File: src/rtl/fifo_write_arbiter_pkg.sv
// Shared definitions for the FIFO write arbiter and the read-side arbiters built on the same
// round-robin picker.
package fifo_write_arbiter_pkg;

  localparam int unsigned DefaultDataWidth = 32;
  localparam int unsigned DefaultMaxBurst  = 4;
  localparam int unsigned NumReq           = 4;
  localparam int unsigned ReqIdxWidth      = 2;
  localparam int unsigned CountWidth       = 3;

  typedef enum logic [0:0] {
    StIdle  = 1'b0,
    StBurst = 1'b1
  } arb_state_e;

  function automatic logic [NumReq-1:0] idx_to_onehot(input logic [ReqIdxWidth-1:0] idx);
    return NumReq'(1) << idx;
  endfunction

endpackage

File: src/rtl/rr_priority_picker_4.sv
// Four-way rotating priority picker: returns the first set request scanning upward from ptr_i.
module rr_priority_picker_4
  import fifo_write_arbiter_pkg::*;
(
  input  logic [NumReq-1:0]      req_i,
  input  logic [ReqIdxWidth-1:0] ptr_i,
  output logic [NumReq-1:0]      grant_o,
  output logic                   found_o,
  output logic [ReqIdxWidth-1:0] idx_o
);

  logic [ReqIdxWidth-1:0] cand;

  // Scan offsets from farthest to nearest so the nearest hit is the one left standing.
  always_comb begin
    found_o = 1'b0;
    idx_o   = ptr_i;
    cand    = ptr_i;
    for (int off = NumReq - 1; off >= 0; off--) begin
      cand = ptr_i + off[ReqIdxWidth-1:0];
      if (req_i[cand]) begin
        found_o = 1'b1;
        idx_o   = cand;
      end
    end
  end

  always_comb begin
    grant_o = '0;
    if (found_o) begin
      grant_o = idx_to_onehot(idx_o);
    end
  end

endmodule

File: src/rtl/fifo_write_arbiter.sv
// Round-robin arbiter sharing one FIFO write port among four valid/ack requesters, with bounded
// bursts so one requester cannot hold the port indefinitely.
module fifo_write_arbiter
  import fifo_write_arbiter_pkg::*;
#(
  parameter int unsigned DATA_WIDTH = DefaultDataWidth,
  parameter int unsigned MAX_BURST  = DefaultMaxBurst,
  parameter int unsigned NUM_REQ    = NumReq
) (
  input  logic                          Clk_In,
  input  logic                          Reset_In,
  input  logic [NUM_REQ-1:0]            Req_In,
  input  logic [NUM_REQ*DATA_WIDTH-1:0] Data_In,
  output logic [NUM_REQ-1:0]            Ack_Out,
  output logic [NUM_REQ-1:0]            Grant_Out,
  output logic                          Fifo_Write_Enable_Out,
  output logic [DATA_WIDTH-1:0]         Fifo_Data_Out,
  input  logic                          Fifo_Full_In,
  output logic [CountWidth-1:0]         Burst_Count_Out
);

  localparam logic [CountWidth-1:0] MaxCount = CountWidth'(MAX_BURST);

  arb_state_e             state_q;
  logic [ReqIdxWidth-1:0] ptr_q;
  logic [ReqIdxWidth-1:0] owner_q;
  logic [NUM_REQ-1:0]     grant_q;
  logic                   we_q;
  logic [DATA_WIDTH-1:0]  data_q;
  logic [CountWidth-1:0]  cnt_q;

  logic [NUM_REQ-1:0]     pick_grant;
  logic                   pick_found;
  logic [ReqIdxWidth-1:0] pick_idx;

  logic                   owner_cont;
  logic                   ack_valid;
  logic [ReqIdxWidth-1:0] win_idx;
  logic [DATA_WIDTH-1:0]  win_data;

  rr_priority_picker_4 u_picker (
    .req_i   (Req_In),
    .ptr_i   (ptr_q),
    .grant_o (pick_grant),
    .found_o (pick_found),
    .idx_o   (pick_idx)
  );

  // The owner keeps the port without re-arbitration until it drops Req or hits the burst limit.
  always_comb begin
    owner_cont = (state_q == StBurst) && Req_In[owner_q] && (cnt_q < MaxCount);
    ack_valid  = !Fifo_Full_In && (owner_cont || pick_found);
    win_idx    = owner_cont ? owner_q : pick_idx;
    Ack_Out    = '0;
    if (!Fifo_Full_In) begin
      Ack_Out = owner_cont ? idx_to_onehot(owner_q) : pick_grant;
    end
  end

  always_comb begin
    win_data = '0;
    for (int i = 0; i < NUM_REQ; i++) begin
      if (win_idx == ReqIdxWidth'(i)) begin
        win_data = Data_In[i*DATA_WIDTH +: DATA_WIDTH];
      end
    end
  end

  always_ff @(posedge Clk_In or posedge Reset_In) begin
    if (Reset_In) begin
      state_q <= StIdle;
      ptr_q   <= '0;
      owner_q <= '0;
      grant_q <= '0;
      we_q    <= 1'b0;
      data_q  <= '0;
      cnt_q   <= '0;
    end else if (ack_valid) begin
      state_q <= StBurst;
      data_q  <= win_data;
      we_q    <= 1'b1;
      grant_q <= idx_to_onehot(win_idx);
      cnt_q   <= owner_cont ? cnt_q + CountWidth'(1) : CountWidth'(1);
      owner_q <= win_idx;
      ptr_q   <= win_idx + ReqIdxWidth'(1);
    end else if (Fifo_Full_In && (state_q == StBurst)) begin
      // Stall: the burst keeps its owner and count so it can resume once space frees up.
      we_q <= 1'b0;
    end else if (Req_In == '0) begin
      state_q <= StIdle;
      grant_q <= '0;
      we_q    <= 1'b0;
      cnt_q   <= '0;
    end else begin
      we_q <= 1'b0;
    end
  end

  assign Grant_Out             = grant_q;
  assign Fifo_Write_Enable_Out = we_q;
  assign Fifo_Data_Out         = data_q;
  assign Burst_Count_Out       = cnt_q;

endmodule

File: config.mk
export PLATFORM = sky130hd
export DESIGN_NAME = fifo_write_arbiter
export DESIGN_NICKNAME = d
export VERILOG_FILES = /design/src/rtl/fifo_write_arbiter_pkg.sv /design/src/rtl/rr_priority_picker_4.sv /design/src/rtl/fifo_write_arbiter.sv
export SDC_FILE = /design/constraint.sdc
export NUM_CORES = 1
export LEC_CHECK = 0
export CELL_PAD_IN_SITES_DETAIL_PLACEMENT = 1
export CELL_PAD_IN_SITES_GLOBAL_PLACEMENT = 1
export CORE_MARGIN = 3
export CORE_UTILIZATION = 29
export DETAILED_ROUTE_END_ITERATION = 6
export GPL_ROUTABILITY_DRIVEN = 0
export GPL_TIMING_DRIVEN = 1
export PLACE_DENSITY_LB_ADDON = 0.15
export SLEW_MARGIN = 30
export SYNTH_ARGS = -nofsm -noshare
export SYNTH_HDL_FRONTEND = slang
export SYNTH_SLANG_ARGS = --single-unit
File: constraint.sdc
create_clock -name Clk_In -period 4.1 [get_ports Clk_In]
set_input_delay 0.41 -clock Clk_In [delete_from_list [all_inputs] [get_ports Clk_In]]
set_output_delay 0.41 -clock Clk_In [all_outputs]
set_load 0.005 [all_outputs]
; ---- Yosys cells after proc, flatten, opt, wreduce, memory -nomap -nowiden
; Index checks and enable logic that the tools add are counted.
[op_classes]
n_mul = 0
order_cmp = 6
n_reduce_logical = 10
add_sub_neg = 5
bitwise = 0
div = 0
n_eq_ne = 4
muxes = 37
shift = 3
[op_table]
columns = operator, count
row1 = $mux W32, 4
row2 = $mux W4, 6
row3 = $lt A2 B3 Y1 const B, 5
row4 = $mux W1, 13
row5 = $mux W3, 4
row6 = $shl A1 B2 Y4 const A, 3
row7 = $bmux W1 S2, 5
row8 = $mux W2, 5
row9 = $add A2 B1 Y2 const B, 2
row10 = $add A2 B2 Y2 const B, 2
row11 = $eq A2 B2 Y1 const B, 2
row12 = $logic_and A1 B1 Y1, 4
row13 = $logic_not A4 Y1, 1
row14 = $add A3 B1 Y3 const B, 1
row15 = $lt A3 B3 Y1 const B, 1
row16 = $eq A2 B1 Y1 const B, 1
row17 = $logic_not A2 Y1, 1
row18 = $ne A2 B2 Y1 const B, 1
row19 = $reduce_and A2 Y1, 1
row20 = $reduce_bool A2 Y1, 1
row21 = $logic_not A1 Y1, 1
row22 = $logic_or A1 B1 Y1, 1
[word_totals]
out_inout_bits = 44
romBits = 0
ff_bits = 45
latchBits = 0
mem_bits_rw = 0
word_cells = 72
mem_count = 0

; ---- Depth between registers and ports, before layout
[logic_depth]
ltp_word = 13
mapped_depth = 13

; ---- Modules after synthesis
; A second synthesis with hierarchy kept.
[hier_totals]
cells_unflattened = 377
hier_area_um2 = 3240.6
[modules_own_cells]
columns = mod, instances, cells_each, seq_area_each_um2, area_per_inst_um2
row1 = fifo_write_arbiter, 1, 348, 1126.1, 3065.4
row2 = rr_priority_picker_4, 1, 29, 0.0, 175.2

; ---- Worst setup path after synthesis
; Ideal clock, no wire load.
[synth_timing]
kind = input -> register
start = in Req_In[1]
end = reg data_q[13] (netlist: Fifo_Data_Out[13])
path_buffers = 4
path_slack_ns = 1.360
stages = 13
arrival_ns = 2.663
required_ns = 4.023
setup_ns = 0.077
path_cell_list = mux4_1 > nor2b_4 > buf_6 > nand2_1 > o21ai_0 > ha_1 > buf_2 > nor2b_1 > buf_2 > buf_2 > a221oi_1 > a211o_1 > a21oi_1
[synth_between]
elab_chain_cells = 12
word_cells_on_any_way = 31
cone_classes = 3 x eq/ne / 23 x mux / 5 x reduce/logical
[synth_rtl]
columns = item, line_no
row1 = "start, declared", fifo_write_arbiter.sv:12  ; input logic [NUM_REQ-1:0] Req_In,
row2 = $bmux W1 S2, rr_priority_picker_4.sv:21  ; if (req_i[cand]) begin
row3 = $mux W1 (implied by the code), rr_priority_picker_4.sv:21
row4 = $mux W2 (4 in series), rr_priority_picker_4.sv:21
row5 = $mux W2 *, fifo_write_arbiter.sv:53  ; win_idx = owner_cont ? owner_q : pick_idx;
row6 = net win_idx[0], fifo_write_arbiter.sv:38  ; logic [ReqIdxWidth-1:0] win_idx;
row7 = $logic_not A2 Y1, fifo_write_arbiter.sv:63  ; if (win_idx == ReqIdxWidth'(i)) begin
row8 = $mux W32 (3 in series), fifo_write_arbiter.sv:63
row9 = $mux W32 *, fifo_write_arbiter.sv:63
row10 = "end signal, assigned", fifo_write_arbiter.sv:80  ; data_q <= win_data;
row11 = "end, declared", fifo_write_arbiter.sv:29  ; logic [DATA_WIDTH-1:0] data_q;
; Mark *: on every way through the listed nets, which the timed path passes. The rest lies on a longest branch. The select of a mux whose other input is x is not followed.
; A chain may end at the register's enable or synchronous reset.

; ---- Worst setup path after layout
[layout_timing]
start = in Req_In[3]
end = out Ack_Out[1]
[layout_between]
elab_chain_cells = 10
word_cells_on_any_way = 24
cone_classes = 1 x shift / 21 x mux / 2 x reduce/logical
[layout_rtl]
columns = item, line_no
row1 = $bmux W1 S2, rr_priority_picker_4.sv:21
row2 = $mux W1 (implied by the code), rr_priority_picker_4.sv:21
row3 = $mux W2 (4 in series), rr_priority_picker_4.sv:21
row4 = $shl A1 B2 Y4, fifo_write_arbiter_pkg.sv:17  ; return NumReq'(1) << idx;
row5 = $mux W4, rr_priority_picker_4.sv:30  ; if (found_o) begin
row6 = $mux W4 *, fifo_write_arbiter.sv:56  ; Ack_Out = owner_cont ? idx_to_onehot(owner_q) : pick_grant;
row7 = $mux W4 *, fifo_write_arbiter.sv:55  ; if (!Fifo_Full_In) begin
row8 = "end, declared", fifo_write_arbiter.sv:14  ; output logic [NUM_REQ-1:0] Ack_Out,
; Every way passes the cells marked *; elsewhere a longest branch is shown, timed or not. The select of a mux whose other input is x is not followed.

==> results by group <==
Run status
  – Status: complete, no violations

Power
  – Clock Power Share: 0.081
  – NetSw: 0.00138 W
  – Sequential share of power: 0.239
  – Sw Ratio: 0.408
  – Worst vdd ir: 0.000436 V
  – Combinational share of power: 0.679
  – Leak pwr: 2.07 nW
  – Pwr Density: 683 nW/µm²
  – Pint: 0.00200 W

Synthesis
  – Synth Register Bits: 45
  – Ys async rst share: 1.00
  – Synth Area per Inst: 8.81 µm²
  – Register area share after synthesis: 0.376
  – Syn nets: 480
  – Ys Warns: 0
  – EDFF count, synth: 0
  – Main synth FF type: dfrtp_1
  – Synth cell types: 42
  – Post-Synthesis Cells: 340
  – Netlist Area Pre-Place: 3000 µm²

Floorplan
  – I/O Pins: 179
  – Die height: 108 µm
  – Die width: 108 µm
  – Starting Density: 0.302
  – Row Count: 36
  – Die area: 11600 µm²
  – Placeable Area: 9910 µm²

Finish
  – Nets: 642
  – Share of post-route cells with drive strength above 1: 0.0596
  – Final core occ: 0.500
  – Area grow syn2layout: 65.3%
  – Design area: 4950 µm²
  – Ant diodes: 0

Clock network
  – Clock Latency Late Sink: 0.29 ns
  – Post-CTS sizing: 0
  – Total number of H-tree levels: 2
  – CTS hold repair buffers: 0
  – Post-CTS setup buffers: 0
  – CTS Sinks: 45
  – Longest Clk Path Bufs: 2
  – Root buf cell: clkbuf_8
  – Num CTS Buffers: 5
  – Worst-path clk slew: 0.09 ns
  – CTS tree: done

Route
  – Vias per cell: 5.31
  – ANT nets after route: 0
  – DR WL/cell: 19.5 µm
  – DRC violation count after routing: 0
  – Final WL: 12400 µm
  – Initial drt markers: 127
  – DR vias: 3377
  – Drt pass-1 iters: 4

Critical path
  – Critical register-to-register path startpoint: owner_q[0]
  – Setup crit start kind: input port
  – Worst R2R Path Depth: 9
  – Setup CP Type: input port to primary output
  – Reg2reg setup slack: 0.94 ns
  – Worst-path fanout max: 18
  – Worst Path Arrival: 2.83 ns
  – CP Launch Point: Req_In[3]
  – Critical Path End Type: primary output
  – Crit path required time: 3.69 ns
  – R2r endpoint: Fifo_Data_Out[10]

STA
  – Fin crit share: 0.791
  – Maximum clock frequency: 308 MHz
  – Final setup violation count: 0
  – Max Transition Viols Final: 0
  – Fin Setup TNS: 0 ns
  – Clk_skew: 0.00659 ns
  – Final Critical Period: 3.24 ns
  – Slew @ Worst Pin: 0.612 ns
  – RSZ-0062 raised after global routing: no
  – Final Hold Viols: 0
  – Max-slew headroom: 0.592

Placed design
  – Final HPWL DP: 9180 µm
  – Area of placed instances: 4870 µm²
  – PortBufs: 178

Global routing
  – Vias in the first global route: 3763
  – Overflow after GRT: 0
  – Antenna violations before repair: 0
  – GRT Total Usage: 0.210
  – Pin count of the biggest net entering global routing: 51
  – First-pass GRT wire length: 19400 µm

Hold path
  – Hold path cells: 2
  – Worst hold endpoint: Fifo_Data_Out[1]
  – HP Start: Fifo_Data_Out[1]
  – HP Class: flip-flop to flip-flop

Run
  – Max Cap Viol: 0
metrics by stage:
stage / hold WS (ns) / power [W] / setup WS [ns] / cells
6_report: 0.490 / 0.00338 / 0.855 / 636
5_1_grt: 0.545 / 0.00368 / 0.660 / 636
4_1_cts: 0.496 / 0.00343 / 0.868 / 636
3_5_place_dp: 0.474 / 0.00314 / 0.662 / 628
3_3_place_gp: 0.470 / 0.00306 / 0.677 / 628
2_1_floorplan: 0.471 / 0.00216 / 1.36 / 340
synthesized netlist by cell type, types with 3 or more instances:
master    number  area [µm²]
o21ai_0        6        30.0
buf_6          6        67.6
clkbuf_1      19        71.3
a22o_1         6        52.6
ha_1           5        62.6
mux2i_1        3        30.0
dfrtp_1       45        1130
nor2b_1        9        56.3
a221oi_1      32         280
inv_1         32         120
nand2_1       12        45.0
o31a_1         3        26.3
a211o_1       30         263
mux2_2         3        33.8
nor2_1        33         124
a21oi_1       61         305
buf_2          4        20.0
layer usage:
layer	vias up	GRT usage	wire, µm	part of all wire
met5	-	0	0	0
met4	0	0.0586	249	0.020
met3	20	0.0564	927	0.075
met1	1659	0.242	4960	0.40
li1	1576	-	-	-
met2	122	0.381	6280	0.51
worst max path at each step:
stage	cells past startpoint	end	slack, ns
2_1_floorplan	13	Fifo_Data_Out[13]	1.36
3_3_place_gp	10	Fifo_Data_Out[5]	0.68
3_5_place_dp	10	Fifo_Data_Out[10]	0.66
4_1_cts	7	Ack_Out[1]	0.87
5_1_grt	9	Fifo_Data_Out[10]	0.66
6_report	7	Ack_Out[1]	0.86
worst max-delay path: stages:
cell and delay [ns]:
clkdlybuf4s50_1 0.53, or4_4 0.61, nand2b_2 0.34, inv_1 0.23
nand4b_1 0.16, o41ai_1 0.08, clkdlybuf4s50_1 0.47
cell families after synthesis:
family / count (synthesis) / share of synthesized area
AO/OA/AOI/OAI: 149 / 0.355
adder cells (fa/ha/maj): 5 / 0.0209
buffers and inverters: 64 / 0.0994
flip-flops: 45 / 0.376
multiplexers: 7 / 0.0301
AND/OR/NAND/NOR: 70 / 0.119
flip-flops by register name, summed over array words and instances, names as in the netlist:
register,cells
Fifo_Data_Out,32
Grant_Out,4
Burst_Count_Out,3
owner_q,2
ptr_q,2
Fifo_Write_Enable_Out,1
state_q,1
placed cells by master, fill, tap and decap left out, drive strengths merged, types with 2 or more instances in the layout:
| cell type | Yosys | routed |
|---|---|---|
| a21oi | 61 | 61 |
| o41ai | 4 | 4 |
| a22o | 6 | 6 |
| mux2i | 3 | 3 |
| nand2b | 2 | 2 |
| a211o | 30 | 30 |
| nand4b | 2 | 2 |
| inv | 32 | 32 |
| nor2b | 10 | 10 |
| o21ai | 6 | 6 |
| dfrtp | 45 | 45 |
| buf | 13 | 9 |
| clkdlybuf4s50 | 0 | 178 |
| ha | 5 | 5 |
| clkbuf | 19 | 8 |
| nand2 | 12 | 12 |
| mux2 | 3 | 3 |
| nor2 | 34 | 34 |
| o31a | 3 | 3 |
| a221oi | 32 | 32 |
| or4 | 3 | 3 |
cell type report:
| cell class | instances | area [µm²] |
|---|---|---|
| sequential | 45 | 1130 |
| multi-input combinational | 231 | 1580 |
| fill | 1156 | 4960 |
| clock buffer | 8 | 80.1 |
| inverter | 32 | 123 |
| timing repair buffer | 187 | 1870 |
| tap | 133 | 166 |
power groups by stage:
stage	sequential [W]	clock, W	combinational, W
after global placement	0.000810	0	0.00225
after CTS	0.000810	0.000292	0.00233
after detailed placement	0.000816	0	0.00233
final	0.000810	0.000275	0.00230
after global routing	0.000839	0.000301	0.00254
after floorplan	0.000797	0	0.00136
No activity file was read; power rests on OpenSTA's default activity.
